## src/rtl/perceptron_neuron_if.sv

```systemverilog
// Bundle of the vector handshake, weight port and result signals of perceptron_neuron.
// master drives vectors/weights (source side); slave is the neuron itself.
interface perceptron_neuron_if #(
    parameter int N_INPUTS = 4,
    parameter int Q_M      = 15,
    parameter int Q_N      = 16
) ();
    localparam int W     = 1 + Q_M + Q_N;
    localparam int AW    = $clog2(N_INPUTS + 1);
    localparam int ACC_W = W + AW;

    logic                x_valid_in;
    logic                x_ready_out;
    logic [N_INPUTS-1:0] x_in;
    logic                train_in;
    logic                target_in;
    logic                w_we_in;
    logic [AW-1:0]       w_addr_in;
    logic [W-1:0]        w_data_in;
    logic [W-1:0]        w_rdata_out;
    logic                y_out;
    logic [ACC_W-1:0]    sum_out;
    logic                y_valid_out;
    logic                busy_out;

    modport master (
        output x_valid_in, x_in, train_in, target_in,
        output w_we_in, w_addr_in, w_data_in,
        input  x_ready_out, w_rdata_out,
        input  y_out, sum_out, y_valid_out, busy_out
    );

    modport slave (
        input  x_valid_in, x_in, train_in, target_in,
        input  w_we_in, w_addr_in, w_data_in,
        output x_ready_out, w_rdata_out,
        output y_out, sum_out, y_valid_out, busy_out
    );
endinterface

```

## src/rtl/perceptron_neuron.sv

```systemverilog
// Trainable N-input perceptron: sequential MAC, step activation, in-place learning rule.
// Ports: clk_i, rst_ni (sync, active-low), bus (perceptron_neuron_if.slave).
module perceptron_neuron #(
    parameter int N_INPUTS = 4,
    parameter int BIAS     = 1,
    parameter int Q_M      = 15,
    parameter int Q_N      = 16,
    parameter int LR_SHIFT = 4
) (
    input logic                clk_i,
    input logic                rst_ni,
    perceptron_neuron_if.slave bus
);
    localparam int W     = 1 + Q_M + Q_N;
    localparam int AW    = $clog2(N_INPUTS + 1);
    localparam int ACC_W = W + AW;
    localparam int NW    = N_INPUTS + 1;

    localparam logic              BIAS_BIT = (BIAS != 0);
    localparam logic signed [W:0] DELTA    = (W+1)'(1) << (Q_N - LR_SHIFT);
    localparam logic signed [W:0] SAT_HI   = {2'b00, {(W-1){1'b1}}};
    localparam logic signed [W:0] SAT_LO   = -SAT_HI;

    typedef enum logic [1:0] {
        S_IDLE,
        S_ACCUM,
        S_DECIDE,
        S_UPDATE
    } state_t;

    state_t r_state;
    state_t w_next;

    logic signed [W-1:0]     r_w [NW];
    logic [N_INPUTS:0]       r_xb;
    logic                    r_train;
    logic                    r_target;
    logic signed [ACC_W-1:0] r_acc;
    logic [AW-1:0]           r_idx;
    logic                    r_y;
    logic [ACC_W-1:0]        r_sum;
    logic                    r_valid;

    function automatic logic signed [W-1:0] sm2tc(input logic [W-1:0] v);
        logic signed [W-1:0] mag;
        mag = {1'b0, v[W-2:0]};
        return v[W-1] ? -mag : mag;
    endfunction

    function automatic logic [W-1:0] tc2sm(input logic signed [W-1:0] v);
        logic [W-1:0] mag;
        mag = v[W-1] ? -v : v;
        return {v[W-1], mag[W-2:0]};
    endfunction

    logic                    w_accept;
    logic                    w_addr_ok;
    logic                    w_wr_en;
    logic signed [W-1:0]     w_wr_tc;
    logic signed [W-1:0]     w_bias_now;
    logic signed [W-1:0]     w_cur;
    logic signed [ACC_W-1:0] w_wext;
    logic                    w_pos;
    logic signed [W:0]       w_sum_e;
    logic signed [W-1:0]     w_upd;

    assign w_accept  = bus.x_valid_in & bus.x_ready_out;
    assign w_addr_ok = {1'b0, bus.w_addr_in} < (AW+1)'(NW);
    assign w_wr_en   = bus.w_we_in & w_addr_ok & (r_state == S_IDLE);
    assign w_wr_tc   = sm2tc(bus.w_data_in);

    // A same-cycle write to the bias slot must feed the accumulator seed.
    assign w_bias_now = (w_wr_en && bus.w_addr_in == AW'(N_INPUTS))
                      ? w_wr_tc : r_w[N_INPUTS];

    assign w_cur   = r_w[r_idx];
    assign w_wext  = {{AW{w_cur[W-1]}}, w_cur};
    assign w_pos   = !r_acc[ACC_W-1] && (r_acc != '0);
    assign w_sum_e = {w_cur[W-1], w_cur} + (r_target ? DELTA : -DELTA);

    always_comb begin
        w_upd = w_sum_e[W-1:0];
        if (w_sum_e > SAT_HI) w_upd = SAT_HI[W-1:0];
        else if (w_sum_e < SAT_LO) w_upd = SAT_LO[W-1:0];
    end

    always_ff @(posedge clk_i) begin
        if (!rst_ni) r_state <= S_IDLE;
        else         r_state <= w_next;
    end

    always_comb begin
        w_next = r_state;
        unique case (r_state)
            S_IDLE:   if (w_accept) w_next = S_ACCUM;
            S_ACCUM:  if (r_idx == AW'(N_INPUTS - 1)) w_next = S_DECIDE;
            S_DECIDE: w_next = (r_train && (w_pos != r_target)) ? S_UPDATE : S_IDLE;
            S_UPDATE: if (r_idx == AW'(N_INPUTS)) w_next = S_IDLE;
            default:  w_next = S_IDLE;
        endcase
    end

    always_ff @(posedge clk_i) begin
        if (!rst_ni) begin
            for (int i = 0; i < NW; i++) r_w[i] <= '0;
            r_xb     <= '0;
            r_train  <= 1'b0;
            r_target <= 1'b0;
            r_acc    <= '0;
            r_idx    <= '0;
            r_y      <= 1'b0;
            r_sum    <= '0;
            r_valid  <= 1'b0;
        end else begin
            r_valid <= 1'b0;
            if (w_wr_en) r_w[bus.w_addr_in] <= w_wr_tc;
            unique case (r_state)
                S_IDLE: begin
                    if (w_accept) begin
                        // Top bit of r_xb is the bias input so UPDATE indexes uniformly.
                        r_xb     <= {BIAS_BIT, bus.x_in};
                        r_train  <= bus.train_in;
                        r_target <= bus.target_in;
                        r_acc    <= BIAS_BIT ? {{AW{w_bias_now[W-1]}}, w_bias_now} : '0;
                        r_idx    <= '0;
                    end
                end
                S_ACCUM: begin
                    if (r_xb[r_idx]) r_acc <= r_acc + w_wext;
                    r_idx <= r_idx + AW'(1);
                end
                S_DECIDE: begin
                    r_y     <= w_pos;
                    r_sum   <= r_acc;
                    r_valid <= 1'b1;
                    r_idx   <= '0;
                end
                S_UPDATE: begin
                    if (r_xb[r_idx]) r_w[r_idx] <= w_upd;
                    r_idx <= r_idx + AW'(1);
                end
                default: ;
            endcase
        end
    end

    assign bus.x_ready_out = rst_ni && (r_state == S_IDLE);
    assign bus.busy_out    = (r_state != S_IDLE);
    assign bus.y_out       = r_y;
    assign bus.sum_out     = r_sum;
    assign bus.y_valid_out = r_valid;
    assign bus.w_rdata_out = w_addr_ok ? tc2sm(r_w[w_addr_ok ? bus.w_addr_in : '0]) : '0;
endmodule

```

## src/flat_wrapper.sv

```systemverilog
// flat-port wrapper written by rule: the top's interface ports become plain ports
module perceptron_neuron_flat 
#(
    parameter int N_INPUTS = 4,
    parameter int BIAS     = 1,
    parameter int Q_M      = 15,
    parameter int Q_N      = 16,
    parameter int LR_SHIFT = 4
)
  (clk_i, rst_ni, bus_x_valid_in, bus_x_in, bus_train_in, bus_target_in, bus_w_we_in, bus_w_addr_in, bus_w_data_in, bus_x_ready_out, bus_w_rdata_out, bus_y_out, bus_sum_out, bus_y_valid_out, bus_busy_out);
  perceptron_neuron_if #(.N_INPUTS(N_INPUTS), .Q_M(Q_M), .Q_N(Q_N)) bus_i ();
  input logic clk_i;
  input logic rst_ni;
  input wire logic [$bits(bus_i.x_valid_in)-1:0] bus_x_valid_in;
  input wire logic [$bits(bus_i.x_in)-1:0] bus_x_in;
  input wire logic [$bits(bus_i.train_in)-1:0] bus_train_in;
  input wire logic [$bits(bus_i.target_in)-1:0] bus_target_in;
  input wire logic [$bits(bus_i.w_we_in)-1:0] bus_w_we_in;
  input wire logic [$bits(bus_i.w_addr_in)-1:0] bus_w_addr_in;
  input wire logic [$bits(bus_i.w_data_in)-1:0] bus_w_data_in;
  output wire logic [$bits(bus_i.x_ready_out)-1:0] bus_x_ready_out;
  output wire logic [$bits(bus_i.w_rdata_out)-1:0] bus_w_rdata_out;
  output wire logic [$bits(bus_i.y_out)-1:0] bus_y_out;
  output wire logic [$bits(bus_i.sum_out)-1:0] bus_sum_out;
  output wire logic [$bits(bus_i.y_valid_out)-1:0] bus_y_valid_out;
  output wire logic [$bits(bus_i.busy_out)-1:0] bus_busy_out;
  assign bus_i.x_valid_in = bus_x_valid_in;
  assign bus_i.x_in = bus_x_in;
  assign bus_i.train_in = bus_train_in;
  assign bus_i.target_in = bus_target_in;
  assign bus_i.w_we_in = bus_w_we_in;
  assign bus_i.w_addr_in = bus_w_addr_in;
  assign bus_i.w_data_in = bus_w_data_in;
  assign bus_x_ready_out = bus_i.x_ready_out;
  assign bus_w_rdata_out = bus_i.w_rdata_out;
  assign bus_y_out = bus_i.y_out;
  assign bus_sum_out = bus_i.sum_out;
  assign bus_y_valid_out = bus_i.y_valid_out;
  assign bus_busy_out = bus_i.busy_out;
  perceptron_neuron #(.N_INPUTS(N_INPUTS), .BIAS(BIAS), .Q_M(Q_M), .Q_N(Q_N), .LR_SHIFT(LR_SHIFT)) u_core (.clk_i(clk_i), .rst_ni(rst_ni), .bus(bus_i));
endmodule
```

## config.mk

```make
export PLATFORM = sky130hd
export DESIGN_NAME = perceptron_neuron_flat
export DESIGN_NICKNAME = d
export VERILOG_FILES = /design/src/rtl/perceptron_neuron_if.sv /design/src/rtl/perceptron_neuron.sv /design/src/flat_wrapper.sv
export SDC_FILE = /design/constraint.sdc
export NUM_CORES = 1
export LEC_CHECK = 0
export BUFFER_PORTS_ARGS = -buffer_cell sky130_fd_sc_hd__buf_4
export CAP_MARGIN = 15
export CORE_UTILIZATION = 49
export DETAILED_ROUTE_END_ITERATION = 6
export GPL_TIMING_DRIVEN = 0
export PLACE_DENSITY_LB_ADDON = 0.2
export SLEW_MARGIN = 30
export SYNTH_ARGS = -nofsm -noshare
export SYNTH_HDL_FRONTEND = slang
export SYNTH_SLANG_ARGS = --single-unit
```

## constraint.sdc

```tcl
create_clock -name clk_i -period 19.98 [get_ports clk_i]
set_input_delay 1.998 -clock clk_i [delete_from_list [all_inputs] [get_ports clk_i]]
set_output_delay 1.998 -clock clk_i [all_outputs]
set_load 0.005 [all_outputs]
```

==> results_dict.tcl, run 1 <==
set metrics [dict create \
    cp-end-kind "output port" \
    path_max_fanout 10 \
    slew_at_the_pin_closest_to_its_max_slew_limit_ns 0.964 \
    top_flip_flop_cell_by_instance_count_after_synthesis "sky130_fd_sc_hd__edfxtp_1" \
    power.leakage_nw 8.98 \
    nets 2418 \
    clk_pin_slew_ns 0.05 \
    cts-hold-fix-buffers 0 \
    clock_skew_ns 0.0146 \
    hp-class "flip-flop to flip-flop" \
    rows 75 \
    placement.io_buffers 113 \
    fin_util_pct 57.8 \
    detail_route.iter0.violations 2362 \
    max_freq_mhz 99.1 \
    grt_max_degree 33 \
    ys_seq_elements 343 \
    wl_per_cell_um 27.1 \
    die_x_um 210 \
    final_hold_viol_count 0 \
    ys_warn_count 0 \
    ir_drop_v 0.0000554 \
    route.detailed.vias_per_inst 6.62 \
    async_reset_ff_share_pct 0 \
    cap_violations 0 \
    grt.total_usage_pct 35.3 \
    h-tree-depth 2 \
    initial_core_util_pct 50.1 \
    global_route_wire_length_before_repair_mm 114 \
    postSynthCellCount 2055 \
    cts.sink_count 343 \
    final_layout_size_suffix_gt1_share_pct 14.5 \
    grt_setup_unrepaired "false" \
    worst-endpoint-arrival_ns 8.09 \
    core_mm2 0.0422 \
    postCtsResizedCells 0 \
    num_antenna_cells 0 \
    via_count_of_the_first_global_routing_pass 18400 \
    drt_first_pass_iters 7 \
    power_density_mw_per_mm2 106 \
    ctsLongestPathBuffers 3 \
    dr_total_vias 19000 \
    finalSetupViolations 0 \
    final.setup.tns_ns 0 \
    initial_antenna_violation_count 0 \
    detail_route.drc_violations 2 \
    status "complete, but fails checks" \
    final-max-slew-violation-count 0 \
    overflow 0 \
    min_period_ns 10.09 \
    clk_root_buffer_cell "sky130_fd_sc_hd__clkbuf_16" \
    cts_buffers 40 \
    post_synth.cell_area_avg_um2 10.3 \
    die_area_mm2 0.0440 \
    worst_setup_path_start_kind "primary input" \
    clock_latency_ns 0.57 \
    io_pins 116 \
    drt.antenna.violating_nets 0 \
    synth_cell_types 85 \
    fp.dieH_um 210 \
    number_of_buffers_inserted_to_repair_setup_after_cts 0 \
    dpl.hpwl_mm 58.9 \
    worst_ep_required_time_ns 17.98 \
    netlist_area_mm2 0.0212 \
    synth_seq_area_share_pct 44.6 \
    number_of_flops_mapped_to_enable_cells_by_yosys 256 \
    wirelength_mm 78.1 \
    criticalPathCategory "primary input to output port" \
    timing.final.crit_share_pct 50.5 \
    cts_tree "done" \
    gp_congestion 0.994 \
    failing_checks "design-rule violations" \
    flow.area_growth_from_synthesis_pct 15.3 \
    relSlewSlack_pct 35.2 \
]
[worst max-delay path: stages]
cell	delay, ns
sky130_fd_sc_hd__buf_2	0.19
sky130_fd_sc_hd__clkbuf_1	0.75
sky130_fd_sc_hd__clkbuf_1	0.76
sky130_fd_sc_hd__clkbuf_1	0.59
sky130_fd_sc_hd__nor2b_1	0.10
sky130_fd_sc_hd__a211oi_1	0.30
sky130_fd_sc_hd__nor2_1	0.10
sky130_fd_sc_hd__o21ai_0	0.12
sky130_fd_sc_hd__ha_1	0.30
sky130_fd_sc_hd__nand2_1	0.06
sky130_fd_sc_hd__or4b_1	0.63
sky130_fd_sc_hd__nor4_2	0.72
sky130_fd_sc_hd__nor3b_1	0.64
sky130_fd_sc_hd__a21oi_1	0.18
sky130_fd_sc_hd__or3_1	0.35
sky130_fd_sc_hd__nand2_1	0.14
sky130_fd_sc_hd__buf_4	0.14
[per-layer routing]
| layer | part of all wire (%) | track usage, % |
|---|---|---|
| met5 | 0 | 0 |
| met2 | 45 | 55.4 |
| met1 | 37 | 44.4 |
| met3 | 12 | 10.3 |
| met4 | 5.3 | 17.6 |
[cell families (layout without fill, tap and decap cells)]
family / count (synthesis) / in the layout / synth area share [%]
fa+ha+maj: 67 / 67 / 4.00
flops: 343 / 343 / 44.6
simple gates: 572 / 572 / 12.6
mux: 138 / 138 / 10.8
buf+inv: 199 / 386 / 3.67
compound gates: 644 / 644 / 20.5
xor+xnor: 91 / 91 / 3.77
other cells: 1 / 96 / 0.0177
[cell usage in the layout (no fill, tap or decap), types with 20 or more instances in the layout]
cell / n
sky130_fd_sc_hd__edfxtp_1: 256
sky130_fd_sc_hd__nand2_1: 213
sky130_fd_sc_hd__nor2_1: 156
sky130_fd_sc_hd__a211oi_1: 151
sky130_fd_sc_hd__a21oi_1: 128
sky130_fd_sc_hd__clkbuf_1: 119
sky130_fd_sc_hd__buf_4: 115
sky130_fd_sc_hd__conb_1: 96
sky130_fd_sc_hd__dfxtp_1: 87
sky130_fd_sc_hd__o21ai_0: 82
sky130_fd_sc_hd__mux4_2: 67
sky130_fd_sc_hd__ha_1: 62
sky130_fd_sc_hd__mux2_2: 54
sky130_fd_sc_hd__o22ai_1: 51
sky130_fd_sc_hd__xnor2_1: 49
sky130_fd_sc_hd__clkbuf_16: 43
sky130_fd_sc_hd__xor2_1: 42
sky130_fd_sc_hd__a21boi_0: 41
sky130_fd_sc_hd__inv_1: 39
sky130_fd_sc_hd__or3_1: 27
sky130_fd_sc_hd__buf_1: 24
sky130_fd_sc_hd__a31oi_1: 23
sky130_fd_sc_hd__a22oi_1: 22
sky130_fd_sc_hd__and2_1: 21
sky130_fd_sc_hd__nor3_1: 20
sky130_fd_sc_hd__nand3_1: 20
[sequential cells by signal, indices dropped and copies added (netlist names), named ones only]
| register | count |
|---|---|
| u_core.r_state | 2 |
| u_core.bus.y_out | 1 |
| u_core.r_idx | 3 |
| u_core.r_xb | 5 |
| u_core.r_w | 256 |
| u_core.r_acc | 35 |
| u_core.r_target | 1 |
| u_core.bus.y_valid_out | 1 |
| u_core.bus.sum_out | 35 |
| u_core.r_train | 1 |
[final cells by class]
class | count | area, um^2
Clock inverter | 14 | 80.1
Inverter | 42 | 158
Timing Repair Buffer | 117 | 916
Clock buffer | 56 | 1170
Multi-Input combinational cell | 1608 | 11300
Fill cell | 3647 | 17800
Buffer | 157 | 622
Tap cell | 539 | 674
Sequential cell | 343 | 9430
[final timing paths]
kind / startpoint / endpoint / slack (ns) / cells past startpoint
max: bus_w_addr_in[0] / bus_w_rdata_out[28] / 9.89 / 17
min: u_core.bus.sum_out[16] / u_core.bus.sum_out[16] / 0.46 / 2
max reg2reg: flip-flop / u_core.r_w[7][15] / 11.09 / 20
min reg2reg: u_core.bus.sum_out[16] / u_core.bus.sum_out[16] / 0.46 / 2
[report_power, final]
group          internal, mW  switching [mW]
Sequential            0.837          0.0548
Clock                 0.409           0.302
Combinational         0.325           0.671
Total                  1.57            1.03
[per-stage QoR]
step / setup slack [ns] / hold slack, ns / instances / power [mW] / cell area (um^2)
floorplan: 12.26 / 0.427 / 2150 / 1.51 / 21500
global placement: 10.24 / 0.446 / 2802 / 1.84 / 23000
detailed placement: 10.25 / 0.460 / 2806 / 1.86 / 23100
CTS: 10.23 / 0.464 / 2876 / 2.56 / 24400
global route: 9.82 / 0.484 / 2876 / 2.70 / 24400
finish: 9.89 / 0.462 / 2876 / 2.60 / 24400
[synth_stat cells, types with 22 or more instances]
cell type / number / share of area, %
sky130_fd_sc_hd__edfxtp_1: 256 / 36
sky130_fd_sc_hd__nand2_1: 218 / 3.9
sky130_fd_sc_hd__nor2_1: 156 / 2.8
sky130_fd_sc_hd__a211oi_1: 151 / 5.4
sky130_fd_sc_hd__a21oi_1: 128 / 3.0
sky130_fd_sc_hd__clkbuf_1: 114 / 2.0
sky130_fd_sc_hd__dfxtp_1: 87 / 8.2
sky130_fd_sc_hd__o21ai_0: 82 / 1.9
sky130_fd_sc_hd__mux4_2: 67 / 7.1
sky130_fd_sc_hd__ha_1: 62 / 3.7
sky130_fd_sc_hd__mux2_2: 54 / 2.9
sky130_fd_sc_hd__o22ai_1: 52 / 1.5
sky130_fd_sc_hd__xnor2_1: 49 / 2.0
sky130_fd_sc_hd__xor2_1: 42 / 1.7
sky130_fd_sc_hd__a21boi_0: 41 / 1.5
sky130_fd_sc_hd__inv_1: 40 / 0.71
sky130_fd_sc_hd__or3_1: 27 / 0.80
sky130_fd_sc_hd__buf_1: 24 / 0.43
sky130_fd_sc_hd__a31oi_1: 23 / 0.68
sky130_fd_sc_hd__a22oi_1: 22 / 0.78
No activity file was read; power rests on OpenSTA's default activity.
==> run 2: changes to the inputs <==
ABC_AREA = 1   (was default)
clock period = 9.55 ns   (was 19.98 ns; I/O delays follow)
==> results_dict.tcl, run 2 <==
set metrics [dict create \
    status "finished clean" \
    postSynthCellCount 2978 \
    dpl.hpwl_mm 66.3 \
    cts_tree "done" \
    overflow 0 \
    finalNonFillerCells 3853 \
    synth_cell_types 49 \
    clock_latency_ns 0.60 \
    largest_register "u_core.r_w" \
    grt.total_usage_pct 37.0 \
    final_hold_viol_count 0 \
    cts.sink_count 343 \
    detail_route.iter0.violations 2635 \
    top_flip_flop_cell_by_instance_count_after_synthesis "sky130_fd_sc_hd__edfxtp_1" \
    cp-end-kind "flip-flop" \
    netlist_area_mm2 0.0219 \
    synth.top_cells.by_area "sky130_fd_sc_hd__edfxtp_1 35%, sky130_fd_sc_hd__nand2_1 9.6%, sky130_fd_sc_hd__dfxtp_1 7.9%, sky130_fd_sc_hd__nor2_1 7.6%, sky130_fd_sc_hd__o21ai_0 6.8%" \
    worst_hold_slack_ns 0.465 \
    final_cell_mix "555 x sky130_fd_sc_hd__nand2_1, 441 x sky130_fd_sc_hd__nor2_1, 345 x sky130_fd_sc_hd__inv_1" \
    min_period_ns 6.66 \
    synth_seq_area_share_pct 43.0 \
    detail_route.drc_violations 0 \
    max_freq_mhz 150 \
    final_layout_size_suffix_gt1_share_pct 9.60 \
    synth.largest_area_cell "sky130_fd_sc_hd__edfxtp_1" \
    final-max-slew-violation-count 0 \
    path_max_fanout 10 \
    ctsLongestPathBuffers 3 \
    gp_congestion 1.00 \
    ir_drop_v 0.000142 \
    post-synth-top-count-cell "sky130_fd_sc_hd__nand2_1" \
    die_x_um 213 \
    final_common_cell "sky130_fd_sc_hd__nand2_1" \
    async_reset_ff_share_pct 0 \
    number_of_buffers_inserted_to_repair_setup_after_cts 0 \
    global_route_wire_length_before_repair_mm 124 \
    placement.io_buffers 112 \
    cap_violations 0 \
    nets 3340 \
    synthDominantCellAreaShare_pct 35.1 \
    grt_setup_unrepaired "false" \
    worst-endpoint-arrival_ns 7.11 \
    ys_warn_count 0 \
    clk_pin_slew_ns 0.06 \
    route.detailed.vias_per_inst 5.74 \
    dr_total_vias 22100 \
    drt.antenna.violating_nets 0 \
    slew_at_the_pin_closest_to_its_max_slew_limit_ns 0.932 \
    die_area_mm2 0.0456 \
    hp-class "flip-flop to flip-flop" \
    cts_buffers 40 \
    core_mm2 0.0441 \
    initial_core_util_pct 49.7 \
    postCtsResizedCells 0 \
    timing.final.crit_share_pct 69.8 \
    initial_antenna_violation_count 1 \
    criticalPathCategory "flip-flop to flip-flop" \
    final.setup.tns_ns 0 \
    fp.dieH_um 213 \
    largest_register_ff_count 256 \
    worst_setup_path_start_kind "flip-flop" \
    wirelength_mm 84.7 \
    grt_max_degree 33 \
    clock_skew_ns 0.0564 \
    h-tree-depth 2 \
    power.leakage_nw 11.4 \
    drt_first_pass_iters 6 \
    dp.cells 3781 \
    rows 77 \
    cts-hold-fix-buffers 0 \
    clk_root_buffer_cell "sky130_fd_sc_hd__clkbuf_16" \
    post_synth.cell_area_avg_um2 7.36 \
    flow.area_growth_from_synthesis_pct 15.2 \
    wl_per_cell_um 22.0 \
    ys_seq_elements 343 \
    io_pins 116 \
    yosys-top-cells-count "560 x sky130_fd_sc_hd__nand2_1, 441 x sky130_fd_sc_hd__nor2_1, 346 x sky130_fd_sc_hd__inv_1, 299 x sky130_fd_sc_hd__o21ai_0, 256 x sky130_fd_sc_hd__edfxtp_1" \
    worst_ep_required_time_ns 10.00 \
    number_of_flops_mapped_to_enable_cells_by_yosys 256 \
    via_count_of_the_first_global_routing_pass 20600 \
    finalSetupViolations 0 \
    relSlewSlack_pct 37.5 \
    power_density_mw_per_mm2 180 \
]
## run 2: stage by stage
stage	util (%)	instance area [um^2]	power, mW	setup WS, ns
global placement	54.1	23900	3.00	3.14
detailed placement	54.3	24000	3.02	3.11
finish	57.2	25200	4.54	2.89
floorplan	-	22300	2.57	5.63
global route	57.2	25200	4.72	2.71
CTS	57.2	25200	4.51	3.09
## run 2: logic make-up after synthesis
| logic type | after synthesis | synth area share [%] |
|---|---|---|
| AOI/OAI and AO/OA | 654 | 16.0 |
| and+or+nand+nor | 1350 | 26.0 |
| DFF | 343 | 43.0 |
| adders and majority gates | 64 | 3.72 |
| other | 1 | 0.0171 |
| xor gates and xnor gates | 50 | 2.00 |
| buffers and inverters | 516 | 9.23 |
## run 2: worst max-delay path, cell delays in order, from the launching register on
cell and delay (ns):
sky130_fd_sc_hd__dfxtp_1 0.34, sky130_fd_sc_hd__inv_2 0.23, sky130_fd_sc_hd__buf_1 0.51, sky130_fd_sc_hd__clkbuf_1 0.60, sky130_fd_sc_hd__clkbuf_1 0.61, sky130_fd_sc_hd__a21oi_1 0.24
sky130_fd_sc_hd__a31oi_1 0.63, sky130_fd_sc_hd__ha_1 0.42, sky130_fd_sc_hd__nand2_1 0.15, sky130_fd_sc_hd__inv_1 0.05, sky130_fd_sc_hd__a21oi_1 0.18, sky130_fd_sc_hd__nand2_1 0.14
sky130_fd_sc_hd__nand3_1 0.09, sky130_fd_sc_hd__nand2_1 0.09, sky130_fd_sc_hd__nand2_1 0.08, sky130_fd_sc_hd__nand2_1 0.08, sky130_fd_sc_hd__a31o_2 0.22, sky130_fd_sc_hd__o21ai_0 0.60
sky130_fd_sc_hd__inv_1 0.23, sky130_fd_sc_hd__nand2_1 0.26, sky130_fd_sc_hd__buf_2 0.27, sky130_fd_sc_hd__nand2_1 0.08, sky130_fd_sc_hd__nand2_1 0.09, sky130_fd_sc_hd__nand2_2 0.17
sky130_fd_sc_hd__nor2_1 0.18
## run 2: worst paths after layout
kind / start / to / slack [ns] / depth (start not counted)
setup / recovery: flip-flop / u_core.r_w[4][17] / 2.89 / 24
hold / removal: u_core.r_train / u_core.r_train / 0.46 / 2
setup reg to reg: flip-flop / u_core.r_w[4][17] / 2.89 / 24
hold reg to reg: u_core.r_train / u_core.r_train / 0.46 / 2
## run 2: power breakdown
group / internal (mW) / total (mW) / switching, mW
clock: 0.857 / 1.51 / 0.651
combinational: 0.379 / 1.27 / 0.895
sequential: 1.70 / 1.76 / 0.0577
total: 2.94 / 4.54 / 1.60
## run 2: area by class of cell
type,instances,area [um^2]
antenna,1,2.50
buffer,148,643
clock buffer,52,1080
clock inverter,19,190
fill,4261,18900
inverter,368,1380
multi-input combinational,2214,10800
sequential,343,9430
tap,592,741
timing repair buffer,116,943
## run 2: layer usage
layer / GRT usage (%) / routed length [um] / vias to the layer above
li1: - / - / 10400
met1: 48.1 / 33400 / 10300
met2: 61.3 / 39500 / 1242
met3: 5.55 / 8290 / 190
met4: 15.7 / 3510 / 2
met5: 0 / 13 / -
==> run 3: changes to the inputs <==
clock period = 5.5 ns   (was 9.55 ns; I/O delays follow)
==> results_dict.tcl, run 3 (synthesized netlist as in run 2, its figures left out) <==
set metrics [dict create \
    status "finished clean" \
    final_cell_mix "555 x sky130_fd_sc_hd__nand2_1, 441 x sky130_fd_sc_hd__nor2_1, 344 x sky130_fd_sc_hd__inv_1" \
    ctsLongestPathBuffers 3 \
    final_layout_size_suffix_gt1_share_pct 10.9 \
    reg2regPathDepth 28 \
    num_antenna_cells 0 \
    nets 3337 \
    relSlewSlack_pct 37.9 \
    dp.cells 3781 \
    crit_path_max_incr_delay_ns 0.49 \
    via_count_of_the_first_global_routing_pass 20500 \
    cap_violations 0 \
    flow.area_growth_from_synthesis_pct 16.0 \
    critical_path.endpoint "u_core.r_w[0][17]" \
    grt_max_degree 33 \
    dpl.hpwl_mm 66.3 \
    wirelength_mm 84.8 \
    grt_setup_unrepaired "false" \
    drt_first_pass_iters 6 \
    final_hold_viol_count 0 \
    detail_route.iter0.violations 2576 \
    global_route_wire_length_before_repair_mm 123 \
    overflow 0 \
    timing.final.crit_share_pct 99.4 \
    worstReg2RegEnd "u_core.r_w[0][17]" \
    clk_root_buffer_cell "sky130_fd_sc_hd__clkbuf_16" \
    initial_antenna_violation_count 1 \
    fin_util_pct 57.6 \
    worst_ep_required_time_ns 5.81 \
    rows 77 \
    die_area_mm2 0.0456 \
    clk_pin_slew_ns 0.06 \
    crit_path_top_delay_cell "sky130_fd_sc_hd__a21oi_1" \
    h-tree-depth 2 \
    cp-end-kind "flip-flop" \
    worst-endpoint-arrival_ns 5.78 \
    gp_congestion 1.00 \
    final-max-slew-violation-count 0 \
    final_common_cell "sky130_fd_sc_hd__nand2_1" \
    worst_hold_slack_ns 0.162 \
    min_period_ns 5.47 \
    clock_latency_ns 0.59 \
    placement.io_buffers 112 \
    slew_at_the_pin_closest_to_its_max_slew_limit_ns 0.927 \
    initial_core_util_pct 49.7 \
    cts_buffers 40 \
    finalSetupViolations 0 \
    core_mm2 0.0441 \
    largest_register_ff_count 256 \
    wl_per_cell_um 22.0 \
    path_max_fanout 10 \
    most_frequent_cell_on_the_critical_path "sky130_fd_sc_hd__nand2_1" \
    largest_register "u_core.r_w" \
    drt.antenna.violating_nets 0 \
    finalNonFillerCells 3849 \
    io_pins 116 \
    clock_skew_ns 0.0501 \
    max_freq_mhz 183 \
    cts_tree "done" \
    ir_drop_v 0.000246 \
    criticalPathCategory "flip-flop to flip-flop" \
    dr_total_vias 22100 \
    cts.sink_count 343 \
    number_of_buffers_inserted_to_repair_setup_after_cts 0 \
    route.detailed.vias_per_inst 5.75 \
    worst_setup_path_start_kind "flip-flop" \
    power_density_mw_per_mm2 311 \
    die_x_um 213 \
    hp-class "primary input to flip-flop" \
    detail_route.drc_violations 0 \
    worst-r2r-setup-slack_ns 0.03 \
    power.leakage_nw 11.5 \
    grt.total_usage_pct 36.9 \
    fp.dieH_um 213 \
]
-- run 3: cell types whose count changed in the layout (fill, tap and decap cells not counted), sizes merged --
| cell | previous run | this run |
|---|---|---|
| inv | 369 | 368 |
| clkbuf | 143 | 140 |
| diode | 1 | 0 |
| clkinvlp | 3 | 4 |
-- run 3: area by class of cell --
class	instances	area, um^2
clock buffer	52	1080
sequential	343	9430
clock inverter	19	190
timing repair buffer	116	943
fill	4236	18700
tap	592	741
buffer	145	673
inverter	368	1390
multi-input combinational	2214	11000
-- run 3: how the worst min path moves through the flow --
stage                     slack [ns]        endpoint  depth (start not counted)           start
after floorplan                 0.43  u_core.r_xb[1]                          2  u_core.r_xb[1]
after global placement          0.46  u_core.r_train                          2  u_core.r_train
after detailed placement        0.46  u_core.r_train                          2  u_core.r_train
after CTS                       0.15  u_core.r_train                          3    bus_train_in
after global routing            0.17  u_core.r_xb[3]                          3     bus_x_in[3]
final                           0.16  u_core.r_train                          3    bus_train_in
-- run 3: routing by layer --
layer	track usage (%)	wire, um	share of wire, %
met5	0	13	0.015
met4	15.6	3480	4.1
met3	5.52	7970	9.4
met2	61.3	39600	47
met1	48.0	33700	40
-- run 3: what timing repair did --
action / 4_1_cts / 5_1_grt
gates cloned: 0 / 0
gates resized for setup: 28 / 38
hold buffers: 0 / 0
endpoints found under the setup margin: 256 / 253
pin swaps: 0 / 0
-- run 3: where the power goes --
group	switching [mW]	total, mW	internal, mW
clock network	1.13	2.61	1.49
logic	1.57	2.24	0.673
registers	0.101	3.06	2.96
total	2.79	7.91	5.12
-- run 3: metrics by stage --
stage / power [mW] / TNS, ns / instance area (um^2) / setup WS (ns)
2_1_floorplan: 4.46 / 0 / 22300 / 1.69
3_3_place_gp: 5.22 / -215.59 / 23900 / -0.910
3_5_place_dp: 5.25 / -214.52 / 24000 / -0.941
4_1_cts: 7.84 / 0 / 25300 / 0.00274
5_1_grt: 8.22 / 0 / 25400 / 0.00297
6_report: 7.91 / 0 / 25400 / 0.0314
-- run 3: critical path: cells and delay by family, from the launching register on --
| family | cells | cell delay [ns] |
|---|---|---|
| and+or+nand+nor | 18 | 2.46 |
| buffers and inverters | 6 | 1.14 |
| AOI/OAI and AO/OA | 3 | 0.72 |
| DFF | 1 | 0.45 |
| adders and majority gates | 1 | 0.41 |
